==> config.mk <==
export PLATFORM = sky130hd
export DESIGN_NAME = div_bcd_conv
export DESIGN_NICKNAME = d
export VERILOG_FILES = /design/src/rtl/div_bcd_conv.sv
export SDC_FILE = /design/constraint.sdc
export NUM_CORES = 1
export LEC_CHECK = 0
export ABC_CLOCK_PERIOD_IN_PS = 1550
export BUFFER_PORTS_ARGS = -buffer_cell sky130_fd_sc_hd__buf_4
export CAP_MARGIN = 20
export CORE_MARGIN = 1
export CORE_UTILIZATION = 53
export CTS_BUF_LIST = sky130_fd_sc_hd__clkbuf_8
export CTS_CLUSTER_DIAMETER = 200
export DETAILED_ROUTE_END_ITERATION = 6
export PLACE_DENSITY_LB_ADDON = 0.05
export SLEW_MARGIN = 20
export SYNTH_ARGS = -nofsm -noshare
export SYNTH_HDL_FRONTEND = slang
export SYNTH_SLANG_ARGS = --single-unit
==> constraint.sdc <==
create_clock -name clk -period 1.55 [get_ports clk]
set_input_delay 0.155 -clock clk [delete_from_list [all_inputs] [get_ports clk]]
set_output_delay 0.155 -clock clk [all_outputs]
set_load 0.02 [all_outputs]
==> src/rtl/div_bcd_conv.sv <==
`default_nettype none
// ============================================================================
// Module      : div_bcd_conv
// Description : Sequential binary-to-BCD converter for the divider's quotient
//               and remainder. Both values are converted in parallel with
//               shift-and-add-3 (double dabble), one bit per clock, and
//               presented through a valid/ready handshake.
// Ports       : clk       - system clock, rising edge
//               rst       - synchronous active-low reset
//               in_valid  - upstream operands valid
//               in_ready  - converter idle, can accept operands
//               quo, rem  - unsigned binary operands (WIDTH bits)
//               out_valid - q_bcd/r_bcd hold a completed conversion
//               out_ready - downstream accepts the result
//               q_bcd     - packed BCD of quo, digit 0 in bits [3:0]
//               r_bcd     - packed BCD of rem, same packing
//               busy      - conversion in progress or result pending
// Revision    : 1.0 - initial release
// ============================================================================
module div_bcd_conv #(
    parameter int WIDTH  = 8,
    parameter int DIGITS = 3
) (
    input  logic                  clk,
    input  logic                  rst,
    input  logic                  in_valid,
    output logic                  in_ready,
    input  logic [WIDTH-1:0]      quo,
    input  logic [WIDTH-1:0]      rem,
    output logic                  out_valid,
    input  logic                  out_ready,
    output logic [4*DIGITS-1:0]   q_bcd,
    output logic [4*DIGITS-1:0]   r_bcd,
    output logic                  busy
);

    localparam int c_bcd_w = 4 * DIGITS;
    localparam int c_cnt_w = (WIDTH > 1) ? $clog2(WIDTH) : 1;
    localparam logic [c_cnt_w-1:0] c_last = c_cnt_w'(WIDTH - 1);

    typedef enum logic [1:0] {
        S_IDLE  = 2'd0,
        S_SHIFT = 2'd1,
        S_DONE  = 2'd2
    } state_t;

    state_t               r_state;
    state_t               w_state_nxt;
    logic [c_cnt_w-1:0]   r_cnt;
    logic [WIDTH-1:0]     r_q_bin;
    logic [WIDTH-1:0]     r_r_bin;
    logic [c_bcd_w-1:0]   r_q_acc;
    logic [c_bcd_w-1:0]   r_r_acc;
    logic [c_bcd_w-1:0]   r_q_bcd;
    logic [c_bcd_w-1:0]   r_r_bcd;
    logic [c_bcd_w-1:0]   w_q_adj;
    logic [c_bcd_w-1:0]   w_r_adj;
    logic [c_bcd_w-1:0]   w_q_shift;
    logic [c_bcd_w-1:0]   w_r_shift;

    // All nibbles are corrected in the same cycle, before the shift, so a
    // nibble of 5..9 becomes 8..12 and its carry moves up on the shift.
    for (genvar i = 0; i < DIGITS; i++) begin : g_digit
        assign w_q_adj[4*i +: 4] = (r_q_acc[4*i +: 4] >= 4'd5) ?
                                   r_q_acc[4*i +: 4] + 4'd3 : r_q_acc[4*i +: 4];
        assign w_r_adj[4*i +: 4] = (r_r_acc[4*i +: 4] >= 4'd5) ?
                                   r_r_acc[4*i +: 4] + 4'd3 : r_r_acc[4*i +: 4];
    end

    // The MSB of the binary register enters the BCD accumulator's LSB.
    assign w_q_shift = {w_q_adj[c_bcd_w-2:0], r_q_bin[WIDTH-1]};
    assign w_r_shift = {w_r_adj[c_bcd_w-2:0], r_r_bin[WIDTH-1]};

    always_ff @(posedge clk) begin
        if (!rst) begin
            r_state <= S_IDLE;
        end else begin
            r_state <= w_state_nxt;
        end
    end

    always_comb begin
        w_state_nxt = r_state;
        case (r_state)
            S_IDLE:  if (in_valid)        w_state_nxt = S_SHIFT;
            S_SHIFT: if (r_cnt == c_last) w_state_nxt = S_DONE;
            S_DONE:  if (out_ready)       w_state_nxt = S_IDLE;
            default:                      w_state_nxt = S_IDLE;
        endcase
    end

    always_ff @(posedge clk) begin
        if (!rst) begin
            r_cnt   <= '0;
            r_q_bin <= '0;
            r_r_bin <= '0;
            r_q_acc <= '0;
            r_r_acc <= '0;
            r_q_bcd <= '0;
            r_r_bcd <= '0;
        end else begin
            case (r_state)
                S_IDLE: begin
                    if (in_valid) begin
                        r_q_bin <= quo;
                        r_r_bin <= rem;
                        r_q_acc <= '0;
                        r_r_acc <= '0;
                        r_cnt   <= '0;
                    end
                end
                S_SHIFT: begin
                    r_q_acc <= w_q_shift;
                    r_r_acc <= w_r_shift;
                    r_q_bin <= {r_q_bin[WIDTH-2:0], 1'b0};
                    r_r_bin <= {r_r_bin[WIDTH-2:0], 1'b0};
                    r_cnt   <= r_cnt + 1'b1;
                    // Outputs only change when a full conversion completes,
                    // so they stay stable through DONE and after handshake.
                    if (r_cnt == c_last) begin
                        r_q_bcd <= w_q_shift;
                        r_r_bcd <= w_r_shift;
                    end
                end
                default: begin
                end
            endcase
        end
    end

    assign in_ready  = (r_state == S_IDLE);
    assign out_valid = (r_state == S_DONE);
    assign busy      = (r_state != S_IDLE);
    assign q_bcd     = r_q_bcd;
    assign r_bcd     = r_r_bcd;

endmodule
`default_nettype wire
# Word-level counts from Yosys, hierarchy flattened
# Index checks and enable logic that the tools add are counted.
# word_totals
word_cells	52
output_inout_bits	27
ff_bits	69
# classes
order_cmp	6
n_eq_ne	6
add_sub_neg	7
reduce_logical	6
n_mux	19
# op_table
cell	count
12-bit case mux with 2 select lines	2
8-bit case mux with 2 select lines	2
4-bit by 3-bit >= comparator with 1-bit output (second input constant)	6
4-bit by 2-bit adder with 4-bit output (second input constant)	4
4-bit two-way mux	4
8-bit two-way mux	2
12-bit two-way mux	1
3-bit two-way mux	3
3-bit by 2-bit adder with 3-bit output (second input constant)	2
2-bit two-way mux	3
2-bit case mux with 3 select lines	1
3-bit case mux with 2 select lines	1
2-bit inequality test (second input constant)	2
2-bit AND reduction	2
2-bit nonzero test	2
3-bit by 1-bit adder with 3-bit output (second input constant)	1
3-bit equality test (second input constant)	1
3-bit AND reduction	1
2-bit by 1-bit equality test with 1-bit output (second input constant)	1
2-bit equality test (second input constant)	1
2-bit zero test	1
2-bit by 1-bit inequality test with 1-bit output (second input constant)	1

# Depth between registers and ports, before layout
# Gate-level depths: netlist (run 1).
# logic_depth
word_depth	3
mapped_depth	7
depth_no_buf	6

# Worst setup path before layout (run 1)
# No wires, ideal clock.
# synth_timing
path_type	reg2reg
startpoint	reg r_q_acc[8]
endpoint	reg r_q_acc[10]
stages_incl_launch_ff	7
arrival_time_ns	1.470
setup_slack_ns	0.011
period_less_slack_ns	1.539
t_required_ns	1.481
path_cell_list	dfxtp_1 > inv_1 > ha_1 > nand2b_1 > a21oi_1 > mux2_2 > o21ai_1
# synth_between
elab_chain_len	3
elab_cells_between_ends	4
# synth_rtl
element	line_no	rtl
from (decl)	52	logic [c_bcd_w-1:0] r_q_acc;
from (signal assigned)	113	r_q_acc <= w_q_shift;
4-bit by 3-bit >= comparator with 1-bit output / 3-bit by 2-bit adder with 3-bit output (equally long branches)	64, 65	
3-bit two-way mux (*)	64	assign w_q_adj[4*i +: 4] = (r_q_acc[4*i +: 4] >= 4'd5) ?
12-bit case mux with 2 select lines (*)	102	case (r_state)
# Every way passes the cells marked *; elsewhere a longest branch is shown, timed or not.
# A chain may end at the register's enable or synchronous reset.

# Worst setup path in the final report (run 1)
# layout_timing
startpoint	reg r_cnt[0]
endpoint	reg r_q_bcd[3] (netlist: q_bcd[3])
# layout_between
elab_chain_len	2
# layout_rtl
element	line_no	rtl
from (decl)	49	logic [c_cnt_w-1:0] r_cnt;
from (signal assigned)	117	r_cnt <= r_cnt + 1'b1;
3-bit equality test	120	if (r_cnt == c_last) begin
2-bit AND reduction (no line)	n/a	
to (signal assigned)	121	r_q_bcd <= w_q_shift;
to (decl)	54	logic [c_bcd_w-1:0] r_q_bcd;
# No other way between the ends.

==> out/results.tsv, run 1 <==
metric	value	unit
hold path depth	3	
adder-cell share of the synthesized area	0.0555	
Max Cap Violations	0	
Max Freq	677	MHz
syn_nets	418	
deepest clock path buffer count	2	
syn_area_per_cell	8.22	um2
vias in the first global route	2659	
Slew @ Worst Pin	0.388	ns
Util after Layout	0.724	
Register Area	1390	um2
Yosys reg bits	69	
grt total ovfl	0	
Fillers	448	
HPWL after DPL	5.08	mm
Die X-Extent	79.2	um
Synth cell types	35	
async set-or-reset flop fraction in the synthesized netlist	0	
Clock Latency Late Sink	0.34	ns
drt via density	5.52	
Seq/Total Area, Yosys	0.438	
Primary FF master, synth	dfxtp_1	
Synth Area in Simple Gates	0.192	
worst-case reg-to-reg path depth	6	
area occupied by multi-input gates	1670	um2
largest family of logic cells by synthesized area	compound AO/OA/AOI/OAI gates	
Yosys warnings	0	
Final Setup Violations	0	
initial antenna violation count	0	
Syn Std Cell Area	3160	um2
Worst EP required	1.82	ns
Final period util	0.952	
# hold bufs at CTS	0	
hold path endpoint	r_r_bin[0]	
status	finished, final reports clean	
final WL	7.36	mm
Cell Pwr Density	935	nW/um2
Nets	487	
layout cells sized above 1	0.271	
WS Path Type	flop to flop	
Peak VDD IR	0.646	mV
crit-path max FO	14	
Total Power	3.79	mW
setup_tns	0	ns
Reg-to-Reg End	q_bcd[3]	
XOR/XNOR Fraction of Synth Area	0.0166	
RSZ-0062 raised after global routing	yes	
Worst R2R Start	r_cnt[0]	
CTS HTree Levels	3	
Std-Cell Rows	27	
number of port buffers	46	
Starting DRT DRC Count	121	
Critical-path top delay cell	dfxtp_1	
DRC	0	
Worst Skew	0.00628	ns
P_leak	1.62	nW
Hold/Removal Path Class	input port to flop	
first-pass GRT wire length	12.2	mm
die area	6270	um2
Placeable Area	5610	um2
Final min period	1.48	ns
Total GRT Usage	0.253	
pin count of the biggest net entering global routing	26	
commonest non-fill, non-tap cell in the layout	buf_4	
pins over their slew limit	0	
most frequent cells in the layout	80 x buf_4, 64 x dfxtp_1, 51 x o21ai_0	
complex-gate fraction of the synthesized area	0.223	
clk sink count	69	
worst endpoint data arrival time	1.75	ns
Vias	2928	
crit-path cells	ha_1 > ha_2 > and2_1 > buf_4 > o21ai_1 > a21oi_1	
Slew headroom	0.741	
GPL Wtd Cong	0.854	
ant diodes	0	
CTS tree	built	
CTS Buf Count	9	
worst stage delay on the critical path	0.36	ns
IO Pins	47	
Area Overhead vs Synth	28.5	%
EDFF count, synth	0	
DRT antenna net count	0	
drt pass-1 iters	5	
Clock Root Buffer	clkbuf_8	
Hold Crit Start	rem[0]	
R2R Setup Slk	0.07	ns
die height	79.2	um
Mapped Cells	384	
Startpoint Class	flop	
mux contribution to synthesized area	0.0214	
starting density of the core	0.563	
wire per inst	13.9	um
Worst-path clk slew	0.07	ns
Hold Vio Cnt, Final	0	
crit path capture type	flop	
-- kinds of logic (layout without fill, tap and decap cells) --
kind of cell             after synthesis  after routing
AND/OR/NAND/NOR                      119            119
buffers and inverters                 39            113
XOR/XNOR                               6              6
multiplexers                           6              6
AO/OA/AOI/OAI                        131            131
flip-flops                            69             69
adder cells (fa/ha/maj)               14             14
-- area by class of cell --
class,instances,area share
Multi-Input combinational cell,276,0.412
Sequential cell,69,0.342
Timing Repair Buffer,81,0.153
Clock inverter,5,0.0182
Clock buffer,11,0.0373
Tap cell,72,0.0222
Inverter,16,0.0151
-- per-layer routing --
layer | vias up | track usage | share of wire
met5 | - | 0 | 0
met4 | 0 | 0.100 | 0.014
met3 | 9 | 0.0793 | 0.052
met2 | 93 | 0.409 | 0.48
met1 | 1349 | 0.311 | 0.45
li1 | 1477 | - | -
-- through the flow --
stage | hold slack, ns | std cells | worst slack [ns] | cell area [um2]
4_1_cts | 0.0690 | 528 | 0.00276 | 3990
3_3_place_gp | 0.442 | 512 | -0.0190 | 3740
3_5_place_dp | 0.442 | 512 | -0.0981 | 3740
6_report | 0.0855 | 530 | 0.0737 | 4060
5_1_grt | 0.0911 | 530 | -0.0166 | 4060
2_1_floorplan | 0.343 | 384 | 0.0108 | 3160
-- sequential cells by signal, indices dropped and copies added (netlist names) --
name / cells
r_cnt: 3
r_bcd: 12
q_bcd: 12
r_q_bin: 8
r_state: 2
r_q_acc: 12
r_r_bin: 8
r_r_acc: 12
-- critical path, delay by kind of cell, from the launching register on --
kind,cells,cell delay [ns]
adder cells (fa/ha/maj),2,0.37
buffers and inverters,1,0.23
flip-flops,1,0.36
AO/OA/AOI/OAI,2,0.23
AND/OR/NAND/NOR,1,0.21
-- cell usage after synthesis, drive strengths merged (3+ instances only) --
cell type  instances  area (um2)
o21ai             72         360
dfxtp             69        1380
a21oi             40         204
nand2             38         145
nand3             22         110
nor2              16        60.1
inv               15        56.3
ha                14         175
buf               13        71.3
clkbuf            10        37.5
nor3b             10        75.1
a21boi             8        60.1
nand2b             7        43.8
nor3               7        35.0
mux2               6        67.6
nor2b              6        37.5
xnor2              6        52.6
a22oi              5        37.5
nand4              4        25.0
or4b               4        40.0
and2               3        18.8
o22ai              3        18.8
-- how the worst max path moves through the flow --
stage               start     endpoint  slack (ns)  cells after the start
3_3_place_gp   r_q_acc[9]  r_q_acc[10]       -0.02                      6
3_5_place_dp   r_q_acc[9]  r_q_acc[10]        -0.1                      6
5_1_grt        r_r_acc[8]    r_bcd[10]       -0.02                      6
2_1_floorplan  r_q_acc[8]  r_q_acc[10]        0.01                      6
6_report         r_cnt[0]     q_bcd[3]        0.07                      6
4_1_cts        r_r_acc[5]   r_r_acc[6]       0.003                      6
-- power by group --
part | internal (mW) | leakage (nW) | total (mW) | switching (mW)
sequential | 1.82 | 0.563 | 1.84 | 0.0251
clock | 0.983 | 0.121 | 1.65 | 0.665
combinational | 0.132 | 0.937 | 0.302 | 0.170
-- repair_timing --
item,in CTS,in global routing
gates resized for setup,4,23
setup buffers,0,2
cloned,0,0
pin swaps,1,4
endpoints found under the setup margin,4,26
(Power assumes the default switching activity.)
==> inputs of run 2 (changes only) <==
Settings changed: CTS_CLUSTER_SIZE from default to 12, RECOVER_POWER from default to 25, SLEW_MARGIN 20 to default.
==> out/results.tsv, run 2 (same netlist as run 1, synthesis figures left out) <==
metric	value	unit
status	finished, final reports clean	
Area Overhead vs Synth	25.9	%
# hold bufs at CTS	0	
Worst R2R Start	r_cnt[0]	
P_leak	1.53	nW
fin area	3980	um2
met2 usage	0.409	
DRT antenna net count	0	
non-filler cells in the finished layout	530	
Worst EP required	1.82	ns
Max Cap Violations	0	
Final min period	1.48	ns
Std-Cell Rows	27	
drt pass-1 iters	4	
CP endpoint	q_bcd[3]	
R2R Setup Slk	0.07	ns
Slew @ Worst Pin	0.385	ns
met1 Usage GRT	0.311	
crit-path cells	ha_1 > ha_2 > and2_1 > buf_4 > o21ai_1 > a21oi_1	
Max Freq	677	MHz
layout cells sized above 1	0.223	
vias in the first global route	2659	
Final period util	0.953	
die area	6270	um2
drt via density	5.44	
commonest non-fill, non-tap cell in the layout	dfxtp_1	
Hold Crit Start	rem[0]	
Fillers	457	
crit path from	r_cnt[0]	
HPWL after DPL	5.08	mm
number of port buffers	46	
die height	79.2	um
Final Setup Violations	0	
dpl cells	512	
WS Path Type	flop to flop	
Starting DRT DRC Count	131	
Total GRT Usage	0.253	
Slew headroom	0.743	
worst stage delay on the critical path	0.36	ns
grt total ovfl	0	
crit path capture type	flop	
worst-case reg-to-reg path depth	6	
pins over their slew limit	0	
Cell Pwr Density	954	nW/um2
Util after Layout	0.709	
CTS Buf Count	9	
wire per inst	13.9	um
DP Area	3740	um2
Clock Latency Late Sink	0.34	ns
GPL Wtd Cong	0.854	
initial antenna violation count	0	
Vias	2882	
Placeable Area	5610	um2
Startpoint Class	flop	
RSZ-0062 raised after global routing	yes	
final WL	7.38	mm
CTS HTree Levels	3	
Reg-to-Reg End	q_bcd[3]	
deepest clock path buffer count	2	
crit-path max FO	14	
Die X-Extent	79.2	um
pin count of the biggest net entering global routing	26	
Clock Root Buffer	clkbuf_8	
starting density of the core	0.563	
most frequent cells in the layout	64 x dfxtp_1, 58 x buf_4, 51 x o21ai_0	
first-pass GRT wire length	12.2	mm
Hold/Removal Path Class	input port to flop	
Worst Skew	0.00664	ns
worst endpoint data arrival time	1.74	ns
GR met3 Demand/Resource	0.0793	
Worst-path clk slew	0.07	ns
DRC	0	
Nets	487	
IO Pins	47	
Peak VDD IR	0.645	mV
Hold Vio Cnt, Final	0	
clk sink count	69	
CTS tree	built	
ant diodes	0	
most used routing layer	met2	
Critical-path top delay cell	dfxtp_1	
run 2: cell count changes in the layout (fill, tap and decap cells not counted), sizes merged:
| cell | before | now |
|---|---|---|
| buf | 81 | 59 |
| clkbuf | 11 | 33 |
run 2: what timing repair did:
action	CTS	global route
setup endpoints to repair	4	26
resized for setup	4	23
pin swaps	1	4
setup buffers	0	2
run 2: metal layers:
layer | up-vias | share of wire | wire length, um
met5 | - | 0 | 0
met4 | 0 | 0.014 | 101
met3 | 10 | 0.050 | 368
met2 | 77 | 0.47 | 3500
met1 | 1319 | 0.46 | 3410
li1 | 1476 | - | -
run 2: how the worst min path moves through the flow:
stage                     depth (start not counted)    endpoint
after floorplan                                   2  r_r_bin[0]
after global placement                            3  r_r_bin[0]
after detailed placement                          3  r_r_bin[0]
after CTS                                         3  r_r_bin[0]
after global routing                              3  r_r_bin[0]
final                                             3  r_r_bin[0]
run 2: report_power, final:
group	switching, mW	internal [mW]
Clock	0.663	0.983
Sequential	0.0255	1.82
Combinational	0.170	0.132
run 2: final cells by class:
cell class | count | area (um2) | share of cell area
Clock inverter | 5 | 73.8 | 0.0186
Inverter | 16 | 61.3 | 0.0154
Multi-Input combinational cell | 276 | 1670 | 0.421
Sequential cell | 69 | 1390 | 0.349
Tap cell | 72 | 90.1 | 0.0227
Clock buffer | 11 | 151 | 0.0381
Timing Repair Buffer | 81 | 538 | 0.135
run 2: worst max-delay path, delay by kind of cell, from the launching register on:
family | cells | cell delay, ns
AOI/OAI and AO/OA | 2 | 0.23
DFF | 1 | 0.36
and+or+nand+nor | 1 | 0.21
buffers and inverters | 1 | 0.23
adders and majority gates | 2 | 0.37
run 2: per-stage QoR:
step           hold slack (ns)  TNS [ns]  power [mW]  setup slack (ns)
6_report                0.0862         0        3.79            0.0736
4_1_cts                 0.0690         0        3.82           0.00276
5_1_grt                 0.0911   -0.0592        3.95           -0.0166
3_3_place_gp             0.442   -0.0190        2.18           -0.0190
3_5_place_dp             0.442    -0.146        2.18           -0.0981
2_1_floorplan            0.343         0        2.06            0.0108
